## config.mk

```make
export PLATFORM = sky130hd
export DESIGN_NAME = jk_seq_driver
export DESIGN_NICKNAME = d
export VERILOG_FILES = /design/src/rtl/jk_seq_pkg.sv /design/src/rtl/jk_excite.sv /design/src/rtl/jk_seq_driver.sv
export SDC_FILE = /design/constraint.sdc
export NUM_CORES = 1
export LEC_CHECK = 0
export BUFFER_PORTS_ARGS = -buffer_cell sky130_fd_sc_hd__buf_4
export CAP_MARGIN = 20
export CORE_MARGIN = 2
export CORE_UTILIZATION = 52
export DETAILED_ROUTE_END_ITERATION = 8
export HOLD_SLACK_MARGIN = 0.12
export PLACE_DENSITY_LB_ADDON = 0.1
export SYNTH_ARGS = -nofsm -noshare
export SYNTH_HDL_FRONTEND = slang
export SYNTH_SLANG_ARGS = --single-unit
```

## constraint.sdc

```tcl
create_clock -name clk -period 2 [get_ports clk]
set_input_delay 0.4 -clock clk [delete_from_list [all_inputs] [get_ports clk]]
set_output_delay 0.4 -clock clk [all_outputs]
set_load 0.01 [all_outputs]
```

## src/rtl/jk_seq_pkg.sv

```systemverilog
// Shared types and default parameters for the JK flip-flop sequence driver.
package jk_seq_pkg;

    typedef enum logic [1:0] {
        IDLE  = 2'd0,
        DRIVE = 2'd1,
        WAIT  = 2'd2,
        CHECK = 2'd3
    } state_e;

    localparam int DEFAULT_WIDTH  = 4;
    localparam int DEFAULT_SETTLE = 1;

endpackage

```

## src/rtl/jk_excite.sv

```systemverilog
// Single-bit JK excitation: derives J/K that move Q to the target T.
// Define JK_SEQ_TOGGLE_EN to encode every change as a toggle (J=K=1).
module jk_excite (
    input  logic q,
    input  logic t,
    output logic j,
    output logic k
);

`ifdef JK_SEQ_TOGGLE_EN
    assign j = q ^ t;
    assign k = q ^ t;
`else
    assign j = ~q & t;
    assign k = q & ~t;
`endif

endmodule

```

## src/rtl/jk_seq_driver.sv

```systemverilog
// Drives an external JK bank to a requested word, waits SETTLE cycles, then checks Q.
// Build option: JK_SEQ_TOGGLE_EN selects toggle encoding inside jk_excite.
module jk_seq_driver
    import jk_seq_pkg::*;
#(
    parameter int WIDTH  = DEFAULT_WIDTH,
    parameter int SETTLE = DEFAULT_SETTLE
) (
    input  logic             clk,
    input  logic             rst,
    input  logic             tgt_valid,
    input  logic [WIDTH-1:0] tgt,
    output logic             tgt_ready,
    input  logic [WIDTH-1:0] q_fb,
    output logic [WIDTH-1:0] j,
    output logic [WIDTH-1:0] k,
    output logic             done,
    output logic             mismatch,
    output logic [7:0]       err_cnt
);

    localparam logic [3:0] SETTLE_LOAD = 4'(SETTLE - 1);

    state_e           state_q, state_d;
    logic [3:0]       cnt_q, cnt_d;
    logic [WIDTH-1:0] tgt_q;
    logic [WIDTH-1:0] j_q, k_q;
    logic [WIDTH-1:0] jNext, kNext;
    logic [7:0]       err_q;
    logic             handshake;
    logic             qDiffers;

    for (genvar i = 0; i < WIDTH; i++) begin : g_excite
        jk_excite u_excite (
            .q(q_fb[i]),
            .t(tgt[i]),
            .j(jNext[i]),
            .k(kNext[i])
        );
    end

    assign handshake = tgt_valid && (state_q == IDLE);
    assign qDiffers  = (q_fb != tgt_q);

    always_comb begin
        state_d = state_q;
        cnt_d   = cnt_q;
        case (state_q)
            IDLE: begin
                if (tgt_valid) begin
                    state_d = DRIVE;
                end
            end
            DRIVE: begin
                state_d = WAIT;
                cnt_d   = SETTLE_LOAD;
            end
            WAIT: begin
                if (cnt_q == 4'd0) begin
                    state_d = CHECK;
                end else begin
                    cnt_d = cnt_q - 4'd1;
                end
            end
            CHECK: begin
                state_d = IDLE;
            end
            default: begin
                state_d = IDLE;
            end
        endcase
    end

    // J/K are captured at the handshake so the bank sees them for exactly the DRIVE cycle.
    always_ff @(posedge clk) begin
        if (rst) begin
            state_q <= IDLE;
            cnt_q   <= 4'd0;
            tgt_q   <= '0;
            j_q     <= '0;
            k_q     <= '0;
            err_q   <= 8'd0;
        end else begin
            state_q <= state_d;
            cnt_q   <= cnt_d;
            if (handshake) begin
                tgt_q <= tgt;
                j_q   <= jNext;
                k_q   <= kNext;
            end
            if ((state_q == CHECK) && qDiffers && (err_q != 8'hFF)) begin
                err_q <= err_q + 8'd1;
            end
        end
    end

    assign tgt_ready = (state_q == IDLE);
    assign j         = (state_q == DRIVE) ? j_q : '0;
    assign k         = (state_q == DRIVE) ? k_q : '0;
    assign done      = (state_q == CHECK);
    assign mismatch  = done && qDiffers;
    assign err_cnt   = err_q;

endmodule

```

==> Word level (Yosys, flattened, before mapping) <==
Index checks and enable logic that the tools add are counted.
{ "op_classes": {"add_sub_neg": 2, "eq_ne": 8, "n_mux": 7, "bitwise": 16, "reduce_logical": 8} }
{ "op_table": {"columns": ["op", "n"], "rows": [
  ["$mux 4", 3],
  ["$add 8x1->8 const B", 1],
  ["$and 1x1->1", 8],
  ["$ne 8x8->1 const B", 1],
  ["$not 1->1", 8],
  ["$pmux 2 s4", 1],
  ["$pmux 4 s2", 1],
  ["$ne 2x2->1 const B", 3],
  ["$eq 2x2->1 const B", 2],
  ["$logic_not 4->1", 1],
  ["$mux 2", 2],
  ["$ne 4x4->1", 1],
  ["$reduce_and 2->1", 2],
  ["$sub 4x1->4 const B", 1],
  ["$logic_and 1x1->1", 3],
  ["$eq 2x1->1 const B", 1],
  ["$logic_not 2->1", 1],
  ["$reduce_bool 2->1", 1]
]} }
{ "word_totals": {"register_bits": 26, "inputBits": 11, "out_inout_bits": 19, "word_cells": 47} }

==> Depth between registers and ports, before layout <==
{ "depth": {"depth_word": 3, "depth_mapped": 7, "ltp_nobuf": 6} }

==> Cells and area by module <==
Synthesis repeated with hierarchy kept, for this count alone.
{ "hier_totals": {"cells_unflattened": 164, "area_unflattened_um2": 1362.6} }
{ "by_module_without_submodules": {"columns": ["mod", "instances", "cells_each", "area_each_um2", "seq_area_each_um2"], "rows": [
  ["jk_seq_driver", 1, 156, 1302.5, 520.5],
  ["jk_excite", 4, 2, 15.0, 0.0]
]} }

==> Least setup slack after synthesis <==
OpenSTA, ideal clock, no wires.
{ "synth_timing": {"kind": "input -> output", "start": "input q_fb[1]", "end": "output mismatch", "t_arrival_ns": 1.242, "required_ns": 1.600, "setup_slack_ns": 0.358, "path_stages": 4, "path_buffers": 1, "path_cell_list": "xor2_1 o41ai_4 buf_4 inv_2"} }
{ "synth_between": {"elab_chain_len": 2} }
{ "synth_lines": {"columns": ["element", "line", "source"], "rows": [
  ["start: declaration", "jk_seq_driver.sv:14", "input logic [WIDTH-1:0] q_fb,"],
  ["$ne 4x4->1", "jk_seq_driver.sv:43", "assign qDiffers = (q_fb != tgt_q);"],
  ["$logic_and 1x1->1", "jk_seq_driver.sv:101", "assign mismatch = done && qDiffers;"],
  ["end: declaration", "jk_seq_driver.sv:18", "output logic mismatch,"]
]} }
Every way passes these cells.

==> Final worst setup path <==
{ "layout_timing": {"start": "register tgt_q[1]", "end": "output mismatch"} }
{ "layout_between": {"elab_chain_len": 2} }
{ "layout_lines": {"columns": ["element", "line", "source"], "rows": [
  ["start: declaration", "jk_seq_driver.sv:26", "logic [WIDTH-1:0] tgt_q;"],
  ["start signal: assignment", "jk_seq_driver.sv:87", "tgt_q <= tgt;"],
  ["$ne 4x4->1", "jk_seq_driver.sv:43", null],
  ["$logic_and 1x1->1", "jk_seq_driver.sv:101", null]
]} }
Every way passes these cells.

==> flow_metrics.env <==
export IMPL_yosys_area_share_simple_pct=28.8
export IMPL_area_growth_pct=20.4
export IMPL_cts_tree="built"
export IMPL_crit_type="flip-flop to output pin"
export IMPL_min_to="tgt_q[2]"
export IMPL_grt_use_total_pct=18.9
export IMPL_dieArea_um2=2980
export IMPL_grt_overflow_total=0
export IMPL_finClkSkew_ns=0.0106
export IMPL_routabilityCongestion=0.715
export IMPL_worstReg2RegStart="state_q[0]"
export IMPL_cp_required_ns=1.60
export IMPL_worstHoldPathCells=3
export IMPL_grt_pass1_vias=987
export IMPL_cp_arrival_ns=1.52
export IMPL_synth_compound_area_share_pct=13.8
export IMPL_hp_start="tgt[2]"
export IMPL_ys_warnings_count=0
export IMPL_ant_nets=0
export IMPL_place_ws_ns=0.142
export IMPL_slew_headroom_pct=61.7
export IMPL_finalHoldViolCount=0
export IMPL_viasPerCell=5.39
export IMPL_fin_ws_ns=0.0752
export IMPL_drc=0
export IMPL_initialDrtViolationCount=19
export IMPL_core_area_um2=2450
export IMPL_r2r_end="err_cnt[4]"
export IMPL_synth_fa_ha_area_share_pct=5.64
export IMPL_dr_pass1_iters=4
export IMPL_start_util_pct=54.2
export IMPL_clkTransAtPathRegs_ns=0.15
export IMPL_yosys_mux_area_fraction_pct=3.20
export IMPL_core_rowCount=18
export IMPL_die_h_um=54.6
export IMPL_path_max_fanout=2
export IMPL_synth_seq_area_share_pct=39.1
export IMPL_async_flop_share_pct=0
export IMPL_nets=200
export IMPL_syn_mean_instance_area_um2=8.75
export IMPL_grt_setup_unrepaired="false"
export IMPL_max_freq_mhz=520
export IMPL_fillCellCount=216
export IMPL_clockBufferDepth=2
export IMPL_grt_max_degree=28
export IMPL_grt_pass1_wl_um=4150
export IMPL_io_pins=30
export IMPL_post_dp_cell_area_um2=1550
export IMPL_final_util_pct=65.2
export IMPL_reg2reg_slack_ns=0.23
export IMPL_p_per_area_nw_per_um2=849
export IMPL_routed_wl_um=2690
export IMPL_end_kind="output pin"
export IMPL_synth_cell_types=32
export IMPL_clock_root_buffer="clkbuf_4"
export IMPL_cts_sinks=26
export IMPL_slew_violations=0
export IMPL_status="finished, final reports clean"
export IMPL_antenna_found_initial=0
export IMPL_ys_ff_latch=26
export IMPL_diodes=0
export IMPL_syn_inst=152
export IMPL_holdBufCountCts=0
export IMPL_setup_viol=0
export IMPL_irDropWorstVdd_mv=0.614
export IMPL_syn_num_nets=169
export IMPL_htreeDepth=1
export IMPL_portBuffers=29
export IMPL_synth_xor_area_share_pct=3.95
export IMPL_leakage_uw=0.000677
export IMPL_netlist_area_um2=1330
export IMPL_hp_class="input port to flip-flop"
export IMPL_synth_ff_type="dfxtp_1"
export IMPL_start_kind="flip-flop"
export IMPL_worstMarginPinSlew_ns=0.574
export IMPL_drive_gt1_share_pct=22.0
export IMPL_cap_viol_max_count=0
export IMPL_reg2reg_depth=6
export IMPL_synth_edff_count=0
export IMPL_setup_tns_ns=0
export IMPL_wl_per_cell_um=12.7
export IMPL_dieWidth_um=54.6
export IMPL_cts_buffers=3
export IMPL_min_period_over_period_pct=96.2
export IMPL_fin_area_um2=1600
export IMPL_synth_top_family_by_area="simple AND/OR/NAND/NOR gates"
export IMPL_post_route_min_period_ns=1.92
export IMPL_clk_latency_ns=0.32
export IMPL_dpl_hpwl_um=1990
export IMPL_vias=1142
## worst max-delay path by stage
stage / from / end / depth (start not counted)
2_1_floorplan: q_fb[1] / mismatch / 4
3_3_place_gp: q_fb[1] / mismatch / 6
3_5_place_dp: q_fb[1] / mismatch / 6
4_1_cts: tgt_q[1] / mismatch / 5
5_1_grt: tgt_q[1] / mismatch / 5
6_report: tgt_q[1] / mismatch / 5
## power by group
group | switching [uW] | internal (uW) | leakage (uW)
logic | 271 | 201 | 0.000445
registers | 43.3 | 576 | 0.000211
clock network | 158 | 111 | 0.0000210
total | 472 | 888 | 0.000677
## per-stage QoR
stage               hold slack, ns  std cells  total power (uW)
finish                       0.341        212              1360
global route                 0.339        212              1450
CTS                          0.336        212              1370
detailed placement           0.464        207              1100
global placement             0.454        207              1080
floorplan                    0.445        152               942
## layout make-up
| class | instances | area (um^2) | area share [%] |
|---|---|---|---|
| Tap cell | 30 | 37.5 | 2.34 |
| Clock buffer | 4 | 36.3 | 2.27 |
| Timing Repair Buffer | 32 | 244 | 15.2 |
| Inverter | 7 | 26.3 | 1.64 |
| Sequential cell | 26 | 520 | 32.5 |
| Multi-Input combinational cell | 113 | 737 | 46.0 |
## flip-flops by register name (all words and copies together), names as in the netlist
signal and flops:
k_q 4, state_q 2, j_q 4, tgt_q 4, err_cnt 8, cnt_q 4
## synth_stat cells, types with 3 or more instances
library cell / number / area [um^2]
clkbuf_1: 3 / 11.3
and2_1: 8 / 50.1
xor2_1: 6 / 52.6
nor3b_1: 9 / 67.6
dfxtp_1: 26 / 521
nor2_1: 14 / 52.6
a21oi_1: 19 / 95.1
ha_1: 6 / 75.1
nor3_1: 4 / 20.0
o31ai_1: 3 / 22.5
nand3_1: 11 / 55.1
or3_1: 3 / 18.8
nand2_1: 7 / 26.3
inv_1: 6 / 22.5
nor2b_1: 4 / 25.0
## cells in the final DEF, fill, tap and decap left out, drive strengths merged
master	n
nor2	15
nand3	11
o221a	1
xor2	6
clkbuf	4
or3b	2
nor3	4
ha	6
or4	1
mux2i	2
or3	3
dfxtp	26
inv	7
o31ai	3
o21bai	1
buf	32
mux2	2
o311a	1
o21ai	2
or2	1
nand2b	1
a21oi	19
nor2b	4
and2	8
o41ai	1
nand2	7
and3	2
nand4	1
nor3b	9
## routing by layer
layer | wire length [um] | up-vias | track usage (%)
met4 | 10 | 0 | 5.00
met1 | 1270 | 525 | 25.8
met2 | 1320 | 26 | 31.9
met3 | 82 | 2 | 1.64
li1 | - | 589 | -
met5 | 0 | - | 0
## cell families after synthesis
group / count (synthesis)
AO/OA/AOI/OAI: 28
XOR/XNOR: 6
AND/OR/NAND/NOR: 69
adder cells (fa/ha/maj): 6
flip-flops: 26
buffers and inverters: 13
multiplexers: 4
## critical path, stage by stage (launching register included)
cell and delay [ns]:
dfxtp_1 0.35, xor2_1 0.19, o41ai_4 0.37, buf_6 0.15, inv_2 0.02, buf_4 0.13
## timing repair
| item | CTS | global route |
|---|---|---|
| gates resized for setup | 1 | 0 |
| buffers inserted | 1 | 0 |
| setup endpoints to repair | 1 | 0 |
| hold endpoints to repair | 0 | 0 |
Power figures use the tool's default switching activity.
